$ cat config.mk
export PLATFORM = sky130hd
export DESIGN_NAME = medium_array_feeder
export DESIGN_NICKNAME = d
export VERILOG_FILES = /design/src/rtl/medium_array_feeder.sv
export SDC_FILE = /design/constraint.sdc
export NUM_CORES = 1
export LEC_CHECK = 0
export CAP_MARGIN = 20
export CELL_PAD_IN_SITES_DETAIL_PLACEMENT = 1
export CELL_PAD_IN_SITES_GLOBAL_PLACEMENT = 1
export CORE_MARGIN = 10
export CORE_UTILIZATION = 51
export DETAILED_ROUTE_END_ITERATION = 10
export PLACE_DENSITY_LB_ADDON = 0.25
export SLEW_MARGIN = 0
export SYNTH_ARGS = -nofsm -noshare
export SYNTH_HDL_FRONTEND = slang
export SYNTH_SLANG_ARGS = --single-unit
$ cat constraint.sdc
create_clock -name clk -period 4 [get_ports clk]
set_input_delay 0.8 -clock clk [delete_from_list [all_inputs] [get_ports clk]]
set_output_delay 0.8 -clock clk [all_outputs]
set_load 0.1 [all_outputs]
$ cat src/rtl/medium_array_feeder.sv
// medium_array_feeder
//   Byte FIFO that sits in front of the array-processor/accumulator stage.
//   Upstream: valid/ready. Downstream: the consumer pulls one byte per cycle
//   with out_en, because the accumulator cannot apply back-pressure.
//   Every FRAME_LEN-th emitted byte is tagged with frame_last, which keeps the
//   consumer's frame index aligned.
//
//   Optional build macro: MEDIUM_FEEDER_CKSUM_EN
//     When it is defined, a per-frame checksum (sum mod 2^DW of the frame's
//     bytes) is emitted on cksum_out. It comes with a one-cycle cksum_valid
//     pulse that is aligned with frame_last.
//
// Handshake semantics:
//   Upstream:   a byte transfers on a rising edge where in_valid && in_ready.
//               in_valid may be high while in_ready is low. The source must
//               then hold in_data steady until the transfer happens.
//   Downstream: out_en is a request, not a handshake. On an edge where out_en
//               is high and the FIFO is not empty, one byte is popped. It is
//               presented on out_data with out_valid=1 for the following cycle.

module medium_array_feeder #(
  parameter int DW        = 8,
  parameter int DEPTH     = 8,
  parameter int AW        = 3,
  parameter int FRAME_LEN = 8
) (
  input  logic          clk,
  input  logic          rst_n,
  input  logic          in_valid,
  input  logic [DW-1:0] in_data,
  output logic          in_ready,
  input  logic          flush,
  input  logic          out_en,
  output logic          out_valid,
  output logic [DW-1:0] out_data,
  output logic          frame_last,
  output logic [AW:0]   level
`ifdef MEDIUM_FEEDER_CKSUM_EN
  ,
  output logic [DW-1:0] cksum_out,
  output logic          cksum_valid
`endif
);

  localparam int LW  = AW + 1;
  localparam int FCW = (FRAME_LEN > 1) ? $clog2(FRAME_LEN) : 1;

  localparam logic [LW-1:0]  FULL_LEVEL     = LW'(DEPTH);
  localparam logic [FCW-1:0] FRAME_LAST_CNT = FCW'(FRAME_LEN - 1);

  logic [DW-1:0]  mem [DEPTH];
  logic [AW-1:0]  wr_ptr;
  logic [AW-1:0]  rd_ptr;
  logic [FCW-1:0] frame_cnt;

  logic full;
  logic empty;
  logic push;
  logic pop;
  logic frame_end;

  // Flush blocks both sides of the FIFO in the cycle it is asserted.
  // This lets flush take priority without any extra qualification further down.
  always_comb begin
    full      = (level == FULL_LEVEL);
    empty     = (level == '0);
    in_ready  = !full && !flush;
    push      = in_valid && in_ready;
    pop       = out_en && !empty && !flush;
    frame_end = (frame_cnt == FRAME_LAST_CNT);
  end

  // Storage write. The array is left unreset on purpose: level decides what
  // is valid, so stale entries are never observed.
  always_ff @(posedge clk) begin
    if (push) begin
      mem[wr_ptr] <= in_data;
    end
  end

  // Pointers, occupancy, frame position and the registered output byte.
  always_ff @(posedge clk or negedge rst_n) begin
    if (!rst_n) begin
      wr_ptr     <= '0;
      rd_ptr     <= '0;
      level      <= '0;
      frame_cnt  <= '0;
      out_valid  <= 1'b0;
      out_data   <= '0;
      frame_last <= 1'b0;
    end else if (flush) begin
      wr_ptr     <= '0;
      rd_ptr     <= '0;
      level      <= '0;
      frame_cnt  <= '0;
      out_valid  <= 1'b0;
      frame_last <= 1'b0;
    end else begin
      if (push) begin
        wr_ptr <= wr_ptr + AW'(1);
      end
      case ({push, pop})
        2'b10:   level <= level + LW'(1);
        2'b01:   level <= level - LW'(1);
        default: level <= level;
      endcase
      out_valid  <= pop;
      frame_last <= pop && frame_end;
      if (pop) begin
        out_data  <= mem[rd_ptr];
        rd_ptr    <= rd_ptr + AW'(1);
        frame_cnt <= frame_end ? '0 : frame_cnt + FCW'(1);
      end
    end
  end

`ifdef MEDIUM_FEEDER_CKSUM_EN
  logic [DW-1:0] acc;
  logic [DW-1:0] acc_next;

  // Running frame sum including the byte being popped this cycle.
  always_comb begin
    acc_next = acc + mem[rd_ptr];
  end

  // Per-frame checksum. It is published together with the frame's last byte,
  // and the accumulator restarts from zero for the next frame.
  always_ff @(posedge clk or negedge rst_n) begin
    if (!rst_n) begin
      acc         <= '0;
      cksum_out   <= '0;
      cksum_valid <= 1'b0;
    end else if (flush) begin
      acc         <= '0;
      cksum_valid <= 1'b0;
    end else if (pop) begin
      if (frame_end) begin
        acc         <= '0;
        cksum_out   <= acc_next;
        cksum_valid <= 1'b1;
      end else begin
        acc         <= acc_next;
        cksum_valid <= 1'b0;
      end
    end else begin
      cksum_valid <= 1'b0;
    end
  end
`endif

endmodule

==> results of run 1 <==
==> state kept, by name (all words and copies together) (netlist names) <==
name,flops
frame_cnt,3
frame_last,1
level,4
mem,64
out_data,8
out_valid,1
rd_ptr,3
wr_ptr,3
==> area by class of cell <==
type                    count  area share
clock buffers              10     0.03038
clock inverters             6     0.01072
inverters                   4    0.003575
multi-input cells         111      0.2434
flip-flops and latches     87      0.5946
well taps                  96     0.02860
repair buffers             41     0.08877
==> cell usage after synthesis (all sizes together), types with 3 or more instances <==
cell / count
mux2i: 11
inv: 4
nand2b: 3
xor2: 3
ha: 6
a21oi: 5
mux4: 16
nand2: 16
nor3: 5
edfxtp: 64
nor3b: 3
buf: 10
dfrtp: 23
o21ai: 13
nor2: 12
nor4b: 3
==> routing by layer <==
metal	global-route usage	vias up	wire [um]
met5	0	-	0
met4	0.05467	0	70
met3	0.03717	7	227
met2	0.2302	28	3869
met1	0.1860	1039	3396
li1	-	892	-
==> critical path, cell delays in order <==
cell and delay [ns]:
clkdlybuf4s50_1 0.72, a21oi_2 0.30, buf_4 0.33
==> logic make-up (layout without fill, tap and decap cells) <==
group | after synthesis | count (layout) | share of synthesized area
buffers and inverters | 16 | 61 | 0.03013
adders and majority gates | 7 | 7 | 0.02632
muxes | 27 | 27 | 0.1302
xor gates and xnor gates | 5 | 5 | 0.01213
and+or+nand+nor | 50 | 50 | 0.06998
DFF | 87 | 87 | 0.6914
AOI/OAI and AO/OA | 22 | 22 | 0.03984
==> worst paths after layout <==
| kind | startpoint | endpoint | slack [ns] | cells after the start |
|---|---|---|---|---|
| hold / removal | out_data[6] | out_data[6] | 0.48 | 2 |
| max in group asynchronous | rst_n | out_data[0] | 2.92 | 2 |
| setup reg to reg | level[3] | level[3] | 1.21 | 9 |
| min in group asynchronous | rst_n | frame_last | 0.82 | 2 |
| setup / recovery | flush | in_ready | 1.03 | 3 |
| hold reg to reg | out_data[6] | out_data[6] | 0.48 | 2 |
==> report_power, final <==
part	switching, uW	internal [uW]	leakage [uW]
sequential	96.6	1060	0.000883
clock	318	228	0.0000789
combinational	647	276	0.000524
total	1060	1560	0.00149
==> stage by stage <==
step           hold slack [ns]  setup WS, ns
3_5_place_dp            0.4692        0.6945
2_1_floorplan           0.4871        0.1796
3_3_place_gp            0.4637        0.8281
6_report                0.4807         1.031
4_1_cts                 0.4895         1.002
5_1_grt                 0.5356        0.8515
==> impl_metrics.py, run 1 <==
metrics = {
    "run_status": {
        "status": "finished, final reports clean",
    },
    "logic_synthesis": {
        "synthDistinctLibCells": 39,
        "yosys_warnings": 0,
        "synth_top_flop_cell": "edfxtp_1",
        "synth_fp_nets": 234,
        "synthArstFlopShare": 0.2644,
        "synth_area_um2": 3612,
        "synth_area_leaders": "edfxtp_1, dfrtp_1, mux4_2, mux2i_1, ha_1",
        "synth_top_cell_by_area": "edfxtp_1",
        "synth.top_cell.area_share": 0.5320,
        "ys_seq_elements": 87,
        "synth_area_per_cell_um2": 16.88,
        "ys_seq_area_frac": 0.6914,
        "synth_edf_count": 64,
        "syn-instance-count": 214,
    },
    "routing": {
        "drc": 0,
        "firstDrtPassIters": 4,
        "drt_first_iter_violations": 72,
        "wl_um": 7563,
        "via_count": 1966,
        "wl_per_cell_um": 21.30,
        "antenna_left": 0,
        "via_per_inst": 5.538,
    },
    "clocking": {
        "cts_tree": "done",
        "htreeDepth": 3,
        "cts.sinks": 87,
        "clk_latency_ns": 0.36,
        "clkTransAtPathRegs_ns": 0.09,
        "cts_hold_buf": 0,
        "cts.path.max_buffers": 2,
        "post_cts_buffers": 0,
        "cts_inserted_buffers": 9,
        "ctsResizeCount": 0,
        "root_buffer": "clkbuf_8",
    },
    "layout": {
        "area_growth_pct": 16.28,
        "fillCellCount": 638,
        "multi_input_area_um2": 1022,
        "insertedDiodeCount": 0,
        "fin_util": 0.6148,
        "fin_nets": 274,
        "finalInstanceArea_um2": 4200,
        "layout.cells.non_filler": 355,
        "seqCellArea_um2": 2497,
        "final_cell_mix": "edfxtp_1, clkdlybuf4s50_1, dfrtp_1, nand2_1, mux4_2",
        "layout_commonest_cell": "edfxtp_1",
        "drive_gt1_frac": 0.2085,
    },
    "power_and_ir_drop": {
        "ir_drop_uv": 334.0,
        "leakagePower_uw": 0.001486,
        "powerDensity_nw_per_um2": 625.1,
        "p_total_uw": 2626,
    },
    "timing": {
        "final-max-slew-violation-count": 0,
        "worst_slew_pin_slew_ns": 0.9978,
        "rsz0062_at_grt": "no",
        "fin_crit_ns": 2.969,
        "slew_headroom": 0.3327,
        "setup_tns_ns": 0,
        "fmax_mhz": 336.8,
        "fin_crit_sh": 0.7422,
        "setup_viol": 0,
        "fin_skew_ns": 0.01107,
        "hold_violations": 0,
    },
    "global_routing": {
        "grt_pass1_vias": 2173,
        "grt_use_total": 0.1448,
        "grt_max_degree": 24,
        "grt_antenna_before_repair": 0,
        "grt_first_pass_wirelength_um": 12190,
        "grt_overflow_total": 0,
    },
    "place": {
        "place_hpwl_um": 5222,
        "dp.cells": 339,
        "dpl-instance-area_um2": 4028,
        "place.gp.congestion": 0.7538,
        "io_buffer_count": 27,
    },
    "die": {
        "rows": 30,
        "die-height_um": 104.2,
        "core_um2": 6832,
        "start_util": 0.5288,
        "ioPinCount": 28,
        "die_area_um2": 10850,
        "die_w_um": 104.2,
    },
    "critical_path": {
        "worst_setup_path_start_kind": "primary input",
        "cp-end-kind": "output port",
        "critPathMaxFanout": 18,
        "cp.required_ns": 3.20,
        "critPathArrivalTime_ns": 2.17,
        "path_class": "primary input to output port",
    },
    "hold_path": {
        "hold_class": "flop to flop",
    },
    "job": {
        "max-cap-violations": 0,
    },
}
Power figures use the tool's default switching activity.
==> run 2: changes to the inputs <==
- CORE_UTILIZATION: 51 -> 49
- clock period: 4 -> 2.77 ns (I/O delays scaled with it)
==> run 2 against run 1 <==
Net effect:
- sequential power increased by 45%
- worst hold slack improved by 0.016 ns
- total power increased by 52%
- critical path depth increased by 8
- register-to-register slack lost 0.65 ns
- via count is 2.1% lower
- largest cell class unchanged
- routed wire length barely moved
==> impl_metrics.py, run 2 (synthesis gave the netlist of run 1 again) <==
metrics = {
    "die": {
        "start_util": 0.5007,
        "core_um2": 7214,
        "die_w_um": 105.9,
        "ioPinCount": 28,
        "die_area_um2": 11210,
        "die-height_um": 105.9,
        "rows": 31,
    },
    "power_and_ir_drop": {
        "leakagePower_uw": 0.001551,
        "powerDensity_nw_per_um2": 930.8,
        "ir_drop_uv": 371.7,
    },
    "critical_path": {
        "critPathMaxFanout": 3,
        "crit_path_end": "level[3]",
        "worst_r2r_endpoint": "level[3]",
        "cp-startpoint": "out_en",
        "cp-end-kind": "flop",
        "cp.required_ns": 2.99,
        "rr_startpoint": "level[3]",
        "rrSetupSlack_ns": 0.56,
        "worst_setup_path_start_kind": "primary input",
        "critPathArrivalTime_ns": 2.53,
        "path_class": "primary input to flop",
        "r2r_cells": 10,
    },
    "place": {
        "dp.cells": 345,
        "io_buffer_count": 27,
        "place.gp.congestion": 0.7036,
        "place_hpwl_um": 4959,
    },
    "timing": {
        "setup_viol": 0,
        "hold_violations": 0,
        "fmax_mhz": 432.9,
        "fin_crit_ns": 2.310,
        "slew_headroom": 0.4514,
        "worst_slew_pin_slew_ns": 0.8228,
        "fin_crit_sh": 0.8340,
        "fin_skew_ns": 0.01421,
        "final-max-slew-violation-count": 0,
        "rsz0062_at_grt": "no",
    },
    "global_routing": {
        "grt_first_pass_wirelength_um": 11770,
        "grt_overflow_total": 0,
        "grt_antenna_before_repair": 0,
        "grt_max_degree": 24,
        "grt_use_total": 0.1383,
        "grt_pass1_vias": 2136,
    },
    "clocking": {
        "clkTransAtPathRegs_ns": 0.09,
        "cts.path.max_buffers": 2,
        "cts_hold_buf": 0,
        "cts_tree": "done",
        "clk_latency_ns": 0.35,
        "cts.sinks": 87,
        "root_buffer": "clkbuf_8",
        "cts_inserted_buffers": 9,
        "post_cts_buffers": 0,
        "ctsResizeCount": 0,
        "htreeDepth": 3,
    },
    "layout": {
        "layout_commonest_cell": "edfxtp_1",
        "largest-register": "mem",
        "area_growth_pct": 18.39,
        "insertedDiodeCount": 0,
        "final_cell_mix": "edfxtp_1, buf_4, dfrtp_1, nand2_1, mux4_2",
        "layout.cells.non_filler": 361,
        "drive_gt1_frac": 0.2901,
        "fin_nets": 277,
        "largest_reg_flops": 64,
        "fin_util": 0.5928,
        "top_regs": "mem: 64 flops, out_data: 8 flops, level: 4 flops",
    },
    "routing": {
        "drc": 0,
        "wl_per_cell_um": 20.97,
        "wl_um": 7569,
        "via_count": 1924,
        "via_per_inst": 5.330,
        "firstDrtPassIters": 4,
        "antenna_left": 0,
        "drt_first_iter_violations": 82,
    },
    "hold_path": {
        "hold_class": "flop to flop",
    },
    "run_status": {
        "status": "finished, final reports clean",
    },
    "job": {
        "max-cap-violations": 0,
    },
}
run 2: cell types whose count changed in the layout (fill, tap and decap cells not counted), moves of 2 or more:
cell / before / now
dfrtp_1: 23 / 19
buf_4: 15 / 31
dfrtp_2: 0 / 4
clkdlybuf4s50_1: 26 / 12
clkinvlp_4: 3 / 1
bufinv_16: 0 / 2
run 2: layer usage:
layer  routed length (um)  vias to the layer above  GRT usage  part of all wire
li1                     -                      898          -                 -
met5                    0                        -          0                 0
met4                  101                        0    0.05222             0.013
met3                  226                        9    0.03167             0.030
met1                 3360                      993     0.1676              0.44
met2                 3881                       24     0.2350              0.51
run 2: power by group:
group	total, uW	leakage, uW	switching (uW)	internal (uW)
Clock	975	0.000108	441	534
Sequential	1680	0.000877	143	1540
Combinational	1330	0.000567	932	394
run 2: area by class of cell:
type | count | area [um2]
repair buffers | 44 | 372.9
clock buffers | 11 | 141.4
fillers | 687 | 2938
flip-flops and latches | 87 | 2502
well taps | 99 | 123.9
clock inverters | 5 | 80.08
multi-input cells | 111 | 1041
inverters | 4 | 15.01
run 2: critical path: stages:
cell	delay [ns]
clkdlybuf4s50_1	0.53
o41ai_4	0.10
or2_1	0.23
nor2_1	0.17
buf_4	0.15
ha_1	0.21
nand3_1	0.08
nand2_1	0.08
and3_2	0.21
o21ai_1	0.11
o211ai_1	0.10
run 2: stage by stage:
stage | hold slack [ns] | total power [uW] | setup slack [ns] | setup TNS, ns | area (um2)
finish | 0.4967 | 3981 | 0.4598 | 0 | 4277
global route | 0.5371 | 4155 | 0.3074 | 0 | 4277
CTS | 0.5024 | 4025 | 0.4602 | 0 | 4277
detailed placement | 0.4789 | 3053 | 0.09699 | 0 | 4055
global placement | 0.4640 | 3008 | 0.2078 | 0 | 4055
floorplan | 0.2584 | 2728 | -0.05021 | -0.5239 | 3652
run 2: worst min path at each step:
stage                      startpoint      endpoint  depth (start not counted)
final                     out_data[6]   out_data[6]                          2
after global routing      out_data[6]   out_data[6]                          2
after CTS                 out_data[2]   out_data[2]                          2
after detailed placement  out_data[3]   out_data[3]                          2
after global placement    out_data[5]   out_data[5]                          2
after floorplan                 rst_n  frame_cnt[0]                          0
